$ cat src/rtl/tribus4a_pkg.sv
// Shared widths, command encodings and controller states for the tribus4a master.
// Latency: n/a (types and constants only).
// Backpressure: n/a.
package tribus4a_pkg;

    localparam int ADDR_W = 7;
    localparam int DATA_W = 8;
    localparam int DEPTH  = 128;
    localparam int NBANK  = 4;

    typedef enum logic [1:0] {
        OP_WRITE = 2'b00,
        OP_READ  = 2'b01,
        OP_FILL  = 2'b10,
        OP_NOP   = 2'b11
    } op_e;

    typedef enum logic [2:0] {
        ST_IDLE,
        ST_WR,
        ST_RD_ADDR,
        ST_RD_DATA,
        ST_FILL
    } state_e;

    // Bank number to write-enable vector (bank 0 -> WREN1).
    function automatic logic [NBANK-1:0] bank_onehot(input logic [1:0] bank);
        return 4'b0001 << bank;
    endfunction

endpackage

$ cat src/rtl/tribus4a_fill_cnt.sv
// Fill address counter: steps 0..DEPTH-1 and wraps, with clear and terminal count.
// Latency: count updates one edge after clr/en; tc is combinational from the count.
// Backpressure: none; advances whenever en is high.
module tribus4a_fill_cnt
    import tribus4a_pkg::*;
(
    input  logic              clk,
    input  logic              rst_n,
    input  logic              clr,
    input  logic              en,
    output logic [ADDR_W-1:0] cnt,
    output logic              tc
);

    logic [ADDR_W-1:0] cnt_q;
    logic [ADDR_W-1:0] cnt_d;

    // Clear has priority over counting; natural wrap from DEPTH-1 back to 0.
    always_comb begin
        cnt_d = cnt_q;
        if (clr) begin
            cnt_d = '0;
        end else if (en) begin
            cnt_d = cnt_q + ADDR_W'(1);
        end
    end

    // Count register.
    always_ff @(posedge clk or negedge rst_n) begin
        if (!rst_n) begin
            cnt_q <= '0;
        end else begin
            cnt_q <= cnt_d;
        end
    end

    assign cnt = cnt_q;
    assign tc  = (cnt_q == ADDR_W'(DEPTH - 1));

endmodule

$ cat src/rtl/tribus4a_master.sv
// Command master for four banks sharing A/D/readback buses: WRITE, READ, FILL, NOP.
// Latency: write pulse 1 cycle after accept; read response 2 edges after the accept edge; fill 128 cycles.
// Backpressure: REQ_READY high only in IDLE; requests while busy are not accepted.
module tribus4a_master
    import tribus4a_pkg::*;
(
    input  logic              CLK,
    input  logic              RST_N,
    input  logic              REQ_VALID,
    output logic              REQ_READY,
    input  logic [1:0]        REQ_OP,
    input  logic [1:0]        REQ_BANK,
    input  logic [ADDR_W-1:0] REQ_ADDR,
    input  logic [DATA_W-1:0] REQ_DATA,
    output logic              RSP_VALID,
    output logic [DATA_W-1:0] RSP_DATA,
    output logic              BUSY,
    output logic [ADDR_W-1:0] A,
    output logic [DATA_W-1:0] D,
    output logic              WREN1,
    output logic              WREN2,
    output logic              WREN3,
    output logic              WREN4,
    output logic [1:0]        ENA,
    input  logic [DATA_W-1:0] QIN
);

    state_e            state_q, state_d;
    logic [ADDR_W-1:0] a_q, a_d;
    logic [DATA_W-1:0] d_q, d_d;
    logic [NBANK-1:0]  wren_q, wren_d;
    logic [1:0]        ena_q, ena_d;
    logic              rsp_vld_q, rsp_vld_d;
    logic [DATA_W-1:0] rsp_dat_q, rsp_dat_d;

    logic              cnt_clr;
    logic              cnt_en;
    logic [ADDR_W-1:0] fill_cnt;
    logic              fill_tc;
    logic [ADDR_W-1:0] fill_cnt_nxt;

    assign fill_cnt_nxt = fill_cnt + ADDR_W'(1);

    tribus4a_fill_cnt u_fill_cnt (
        .clk   (CLK),
        .rst_n (RST_N),
        .clr   (cnt_clr),
        .en    (cnt_en),
        .cnt   (fill_cnt),
        .tc    (fill_tc)
    );

    // Next state and next values of every registered bus output.
    always_comb begin
        state_d   = state_q;
        a_d       = a_q;
        d_d       = d_q;
        wren_d    = '0;
        ena_d     = ena_q;
        rsp_vld_d = 1'b0;
        rsp_dat_d = rsp_dat_q;
        cnt_clr   = 1'b0;
        cnt_en    = 1'b0;
        case (state_q)
            ST_IDLE: begin
                if (REQ_VALID) begin
                    case (REQ_OP)
                        OP_WRITE: begin
                            a_d     = REQ_ADDR;
                            d_d     = REQ_DATA;
                            wren_d  = bank_onehot(REQ_BANK);
                            state_d = ST_WR;
                        end
                        OP_READ: begin
                            a_d     = REQ_ADDR;
                            ena_d   = REQ_BANK;
                            state_d = ST_RD_ADDR;
                        end
                        OP_FILL: begin
                            // First fill word goes out at address 0 with the seed itself.
                            a_d     = '0;
                            d_d     = REQ_DATA;
                            wren_d  = bank_onehot(REQ_BANK);
                            cnt_clr = 1'b1;
                            state_d = ST_FILL;
                        end
                        default: ;
                    endcase
                end
            end
            ST_WR: begin
                state_d = ST_IDLE;
            end
            ST_RD_ADDR: begin
                state_d = ST_RD_DATA;
            end
            ST_RD_DATA: begin
                rsp_vld_d = 1'b1;
                rsp_dat_d = QIN;
                state_d   = ST_IDLE;
            end
            ST_FILL: begin
                // Counter always advances so it wraps back to 0 on the exit edge.
                cnt_en = 1'b1;
                if (fill_tc) begin
                    state_d = ST_IDLE;
                end else begin
                    // A tracks the counter; D = seed + count, kept incrementally.
                    a_d    = fill_cnt_nxt;
                    d_d    = d_q + DATA_W'(1);
                    wren_d = wren_q;
                end
            end
            default: begin
                state_d = ST_IDLE;
            end
        endcase
    end

    // State and output registers; reset aborts any operation in flight.
    always_ff @(posedge CLK or negedge RST_N) begin
        if (!RST_N) begin
            state_q   <= ST_IDLE;
            a_q       <= '0;
            d_q       <= '0;
            wren_q    <= '0;
            ena_q     <= '0;
            rsp_vld_q <= 1'b0;
            rsp_dat_q <= '0;
        end else begin
            state_q   <= state_d;
            a_q       <= a_d;
            d_q       <= d_d;
            wren_q    <= wren_d;
            ena_q     <= ena_d;
            rsp_vld_q <= rsp_vld_d;
            rsp_dat_q <= rsp_dat_d;
        end
    end

    assign REQ_READY = (state_q == ST_IDLE);
    assign BUSY      = (state_q != ST_IDLE);
    assign A         = a_q;
    assign D         = d_q;
    assign WREN1     = wren_q[0];
    assign WREN2     = wren_q[1];
    assign WREN3     = wren_q[2];
    assign WREN4     = wren_q[3];
    assign ENA       = ena_q;
    assign RSP_VALID = rsp_vld_q;
    assign RSP_DATA  = rsp_dat_q;

endmodule

$ cat config.mk
export PLATFORM = sky130hd
export DESIGN_NAME = tribus4a_master
export DESIGN_NICKNAME = d
export VERILOG_FILES = /design/src/rtl/tribus4a_pkg.sv /design/src/rtl/tribus4a_fill_cnt.sv /design/src/rtl/tribus4a_master.sv
export SDC_FILE = /design/constraint.sdc
export NUM_CORES = 1
export LEC_CHECK = 0
export CORE_UTILIZATION = 50
export DETAILED_ROUTE_END_ITERATION = 10
export PLACE_DENSITY = 0.84
export SLEW_MARGIN = 20
export SYNTH_ARGS = -nofsm -noshare
export SYNTH_HDL_FRONTEND = slang
export SYNTH_HIERARCHICAL = 1
export SYNTH_SLANG_ARGS = --single-unit
$ cat constraint.sdc
create_clock -name CLK -period 3.95 [get_ports CLK]
set_clock_uncertainty 0.2 [all_clocks]
set_input_delay 0.5925 -clock CLK [delete_from_list [all_inputs] [get_ports CLK]]
set_output_delay 0.5925 -clock CLK [all_outputs]
set_load 0.1 [all_outputs]
==> Flow_metrics.wiki <==
{| class="wikitable"
! Metric !! Value
|-
| Outcome || complete, no violations
|-
| Max-slew violation count || 0
|-
| Mapped Avg Cell Area || 9.72 µm²
|-
| RD Place Congestion || 0.762
|-
| Top-Level Pins || 62
|-
| Synthesized area || 2110 µm²
|-
| Setup TNS || 0 ns
|-
| RSZ-0062 raised after global routing || no
|-
| Worst Setup Path Type || register to output port
|-
| Total vias in the final route || 1781
|-
| Initial DRT Pass Iterations || 4
|-
| CTS Root Buffer Type || sky130_fd_sc_hd__clkbuf_8
|-
| Total of max-cap violations || 0
|-
| Final Hold Viols || 0
|-
| CTS buffer count || 5
|-
| Clock Sink Count || 40
|-
| Mean routed wirelength per cell || 13.6 µm
|-
| HPWL after DPL || 3.10 mm
|-
| Ratio of cells with drive above 1 in the final layout || 0.0578
|-
| Starting utilization of the core area || 0.523
|-
| Largest net degree at the start of global routing || 41
|-
| Total nets after synthesis || 254
|-
| Port bufs || 61
|-
| Final min period || 2.95 ns
|-
| Floorplan core area || 4030 µm²
|-
| Total Die Area || 4480 µm²
|-
| Commonest cells after routing, fill and taps aside || 60 x sky130_fd_sc_hd__clkdlybuf4s50_1, 40 x sky130_fd_sc_hd__dfrtp_1, 39 x sky130_fd_sc_hd__nand2_1
|-
| Leading cell type in the layout, fill and taps excluded || sky130_fd_sc_hd__clkdlybuf4s50_1
|-
| Count of antenna-violating nets left after detailed routing || 0
|-
| Max stage delay on crit path || 1.15 ns
|-
| Type of the most critical hold path || input pin to asynchronous set/reset pin
|-
| Total global routing track utilization || 0.211
|-
| Via count of the first global-routing pass || 1592
|-
| Largest family of logic cells by synthesized area || simple AND/OR/NAND/NOR gates
|-
| Clock insertion delay at the later pin of the skew report || 0.29 ns
|-
| Cell type of the slowest stage on the worst timing path || sky130_fd_sc_hd__clkdlybuf4s50_1
|-
| Worst-Margin Slew || 0.977 ns
|-
| Post-synthesis register bit count || 40
|-
| Final cycle utilization of the critical path || 0.747
|-
| Clock slew at the register clock pins of the worst setup and hold paths || 0.08 ns
|-
| GRT overflow || 0
|-
| N_diodes || 0
|-
| DR vias/cell || 5.45
|-
| Portion of the post-synthesis area used by sequential elements || 0.475
|-
| Horizontal extent of the die || 66.9 µm
|-
| Worst Path Required || 3.16 ns
|-
| Iteration-0 DRC Markers || 173
|-
| Relative slew slack || 0.347
|-
| Total detailed-routing wirelength || 4.44 mm
|-
| Antenna violations before repair || 0
|-
| Count of hold-fix buffers inserted at cts || 0
|-
| Worst path cell trace || nor3_2 -> clkdlybuf4s50_1
|-
| Largest fanout of any net on the critical path || 9
|-
| Number of DRC violations after detailed routing || 0
|-
| Worst endpoint data arrival time || 2.16 ns
|-
| Max Clk Rate || 339 MHz
|-
| Yosys Warn Count || 6
|-
| Post-synthesis share of cell area spent on and, or, nand and nor gates || 0.206
|-
| Type of element capturing the critical path || output port
|-
| Total number of placement rows || 23
|-
| Maximum buffer depth of the clock tree || 2
|-
| Adder and majority cell fraction of the synthesized area || 0.0415
|-
| Compound-Gate Fraction of Synth Area || 0.150
|-
| H-tree Lvls || 2
|-
| Area Growth Syn to Fin || 32.7%
|-
| First-pass GRT wire length || 7.11 mm
|-
| Final Net Count || 313
|-
| Category of the worst setup path launch point || register
|-
| Setup violations, final || 0
|-
| Total of cells resized after clock tree synthesis || 0
|-
| Die Height || 66.9 µm
|-
| Post-CTS Repair Setup Buffers || 0
|-
| XOR/XNOR Fraction of Synth Area || 0.0374
|-
| TritonCTS clock tree || built
|-
| Fraction of synthesized area in multiplexers || 0.0309
|-
| Post-Syn Instances || 217
|-
| Number of distinct library cell variants in the gate-level netlist after synthesis || 42
|-
| Setup slack of the most critical reg-to-reg path || 1.36 ns
|}
registers in the layout, summed over array words and instances (netlist names):
register        flops
state_q             3
A                   7
D                   8
RSP_VALID           1
RSP_DATA            8
wren_q              4
u_fill_cnt/cnt      7
ENA                 2
area by class of cell:
| type | count | area (µm²) |
|---|---|---|
| inverters | 9 | 35.0 |
| repair buffers | 61 | 606 |
| multi-input cells | 159 | 986 |
| clock inverters | 2 | 35.0 |
| clock buffers | 6 | 72.6 |
| well taps | 50 | 62.6 |
| flip-flops and latches | 40 | 1000 |
| fillers | 345 | 1230 |
metal layers:
| metal | global-route usage | wire length (µm) | vias to the layer above |
|---|---|---|---|
| li1 | - | - | 884 |
| met1 | 0.294 | 2140 | 834 |
| met2 | 0.323 | 2000 | 59 |
| met3 | 0.0497 | 258 | 4 |
| met4 | 0.0665 | 37 | 0 |
| met5 | 0 | 0 | - |
logic make-up (layout without fill, tap and decap cells):
logic type               Yosys count  after routing
AO/OA/AOI/OAI                     46             46
XOR/XNOR                           9              9
adder cells (fa/ha/maj)            7              7
buffers and inverters             18             78
flip-flops                        40             40
multiplexers                       6              6
AND/OR/NAND/NOR                   91             91
worst max-delay path, delay by kind of cell, from the launching register on:
kind | cells | cell delay (ns)
buffers and inverters | 1 | 1.15
flip-flops | 1 | 0.48
AND/OR/NAND/NOR | 1 | 0.23
per-stage QoR:
stage	instances	hold WS (ns)	setup WS, ns	cell area, µm²	utilization
after floorplan	217	0.0969	0.524	2110	-
final	327	0.220	0.999	2800	0.694
after detailed placement	319	0.266	1.05	2690	0.668
after CTS	327	0.252	0.984	2800	0.694
after global routing	327	0.291	0.937	2800	0.694
after global placement	319	0.258	1.13	2690	0.668
worst paths after layout:
| path | startpoint | to | depth (start not counted) |
|---|---|---|---|
| worst max-delay path | state_q[2]$_DFFE_PN0P_ | REQ_READY | 2 |
| worst min-delay path | RST_N | D[3]$_DFFE_PN0P_ | 1 |
| worst max register to register | state_q[2]$_DFFE_PN0P_ | u_fill_cnt/cnt[5]$_DFFE_PN0P_ | 5 |
| worst min register to register | RSP_DATA[5]$_DFFE_PN0P_ | RSP_DATA[5]$_DFFE_PN0P_ | 2 |
| max in group asynchronous | RST_N | RSP_DATA[0]$_DFFE_PN0P_ | 1 |
| min in group CLK | RSP_DATA[5]$_DFFE_PN0P_ | RSP_DATA[5]$_DFFE_PN0P_ | 2 |
synthesized netlist by cell type (all sizes together):
cell | count | area [µm²]
dfrtp | 40 | 1000
nor4bb | 1 | 10.0
inv | 7 | 26.3
a32o | 2 | 20.0
nor4b | 1 | 15.0
a21oi | 10 | 50.1
xor2 | 5 | 43.8
or3b | 1 | 8.76
o2bb2ai | 1 | 27.5
nand2b | 1 | 6.26
or2 | 1 | 6.26
nor2 | 17 | 63.8
and2 | 1 | 6.26
o31ai | 2 | 15.0
mux2i | 5 | 53.8
nor3 | 4 | 20.0
buf | 9 | 91.3
nand4 | 4 | 31.3
or3 | 4 | 25.0
xnor2 | 4 | 35.0
clkinv | 2 | 8.75
nand3b | 2 | 15.0
nand3 | 11 | 55.1
nand2 | 39 | 146
o32ai | 1 | 16.3
o22ai | 3 | 18.8
o21ai | 9 | 45.0
a31oi | 14 | 87.6
a21boi | 1 | 7.51
a22o | 2 | 17.5
mux2 | 1 | 11.3
and3 | 4 | 25.0
a311o | 1 | 10.0
ha | 7 | 87.6
Power is left out: the tool's default activity adds up to more than one toggle a clock period on the data nets, which glitch-free logic cannot reach.
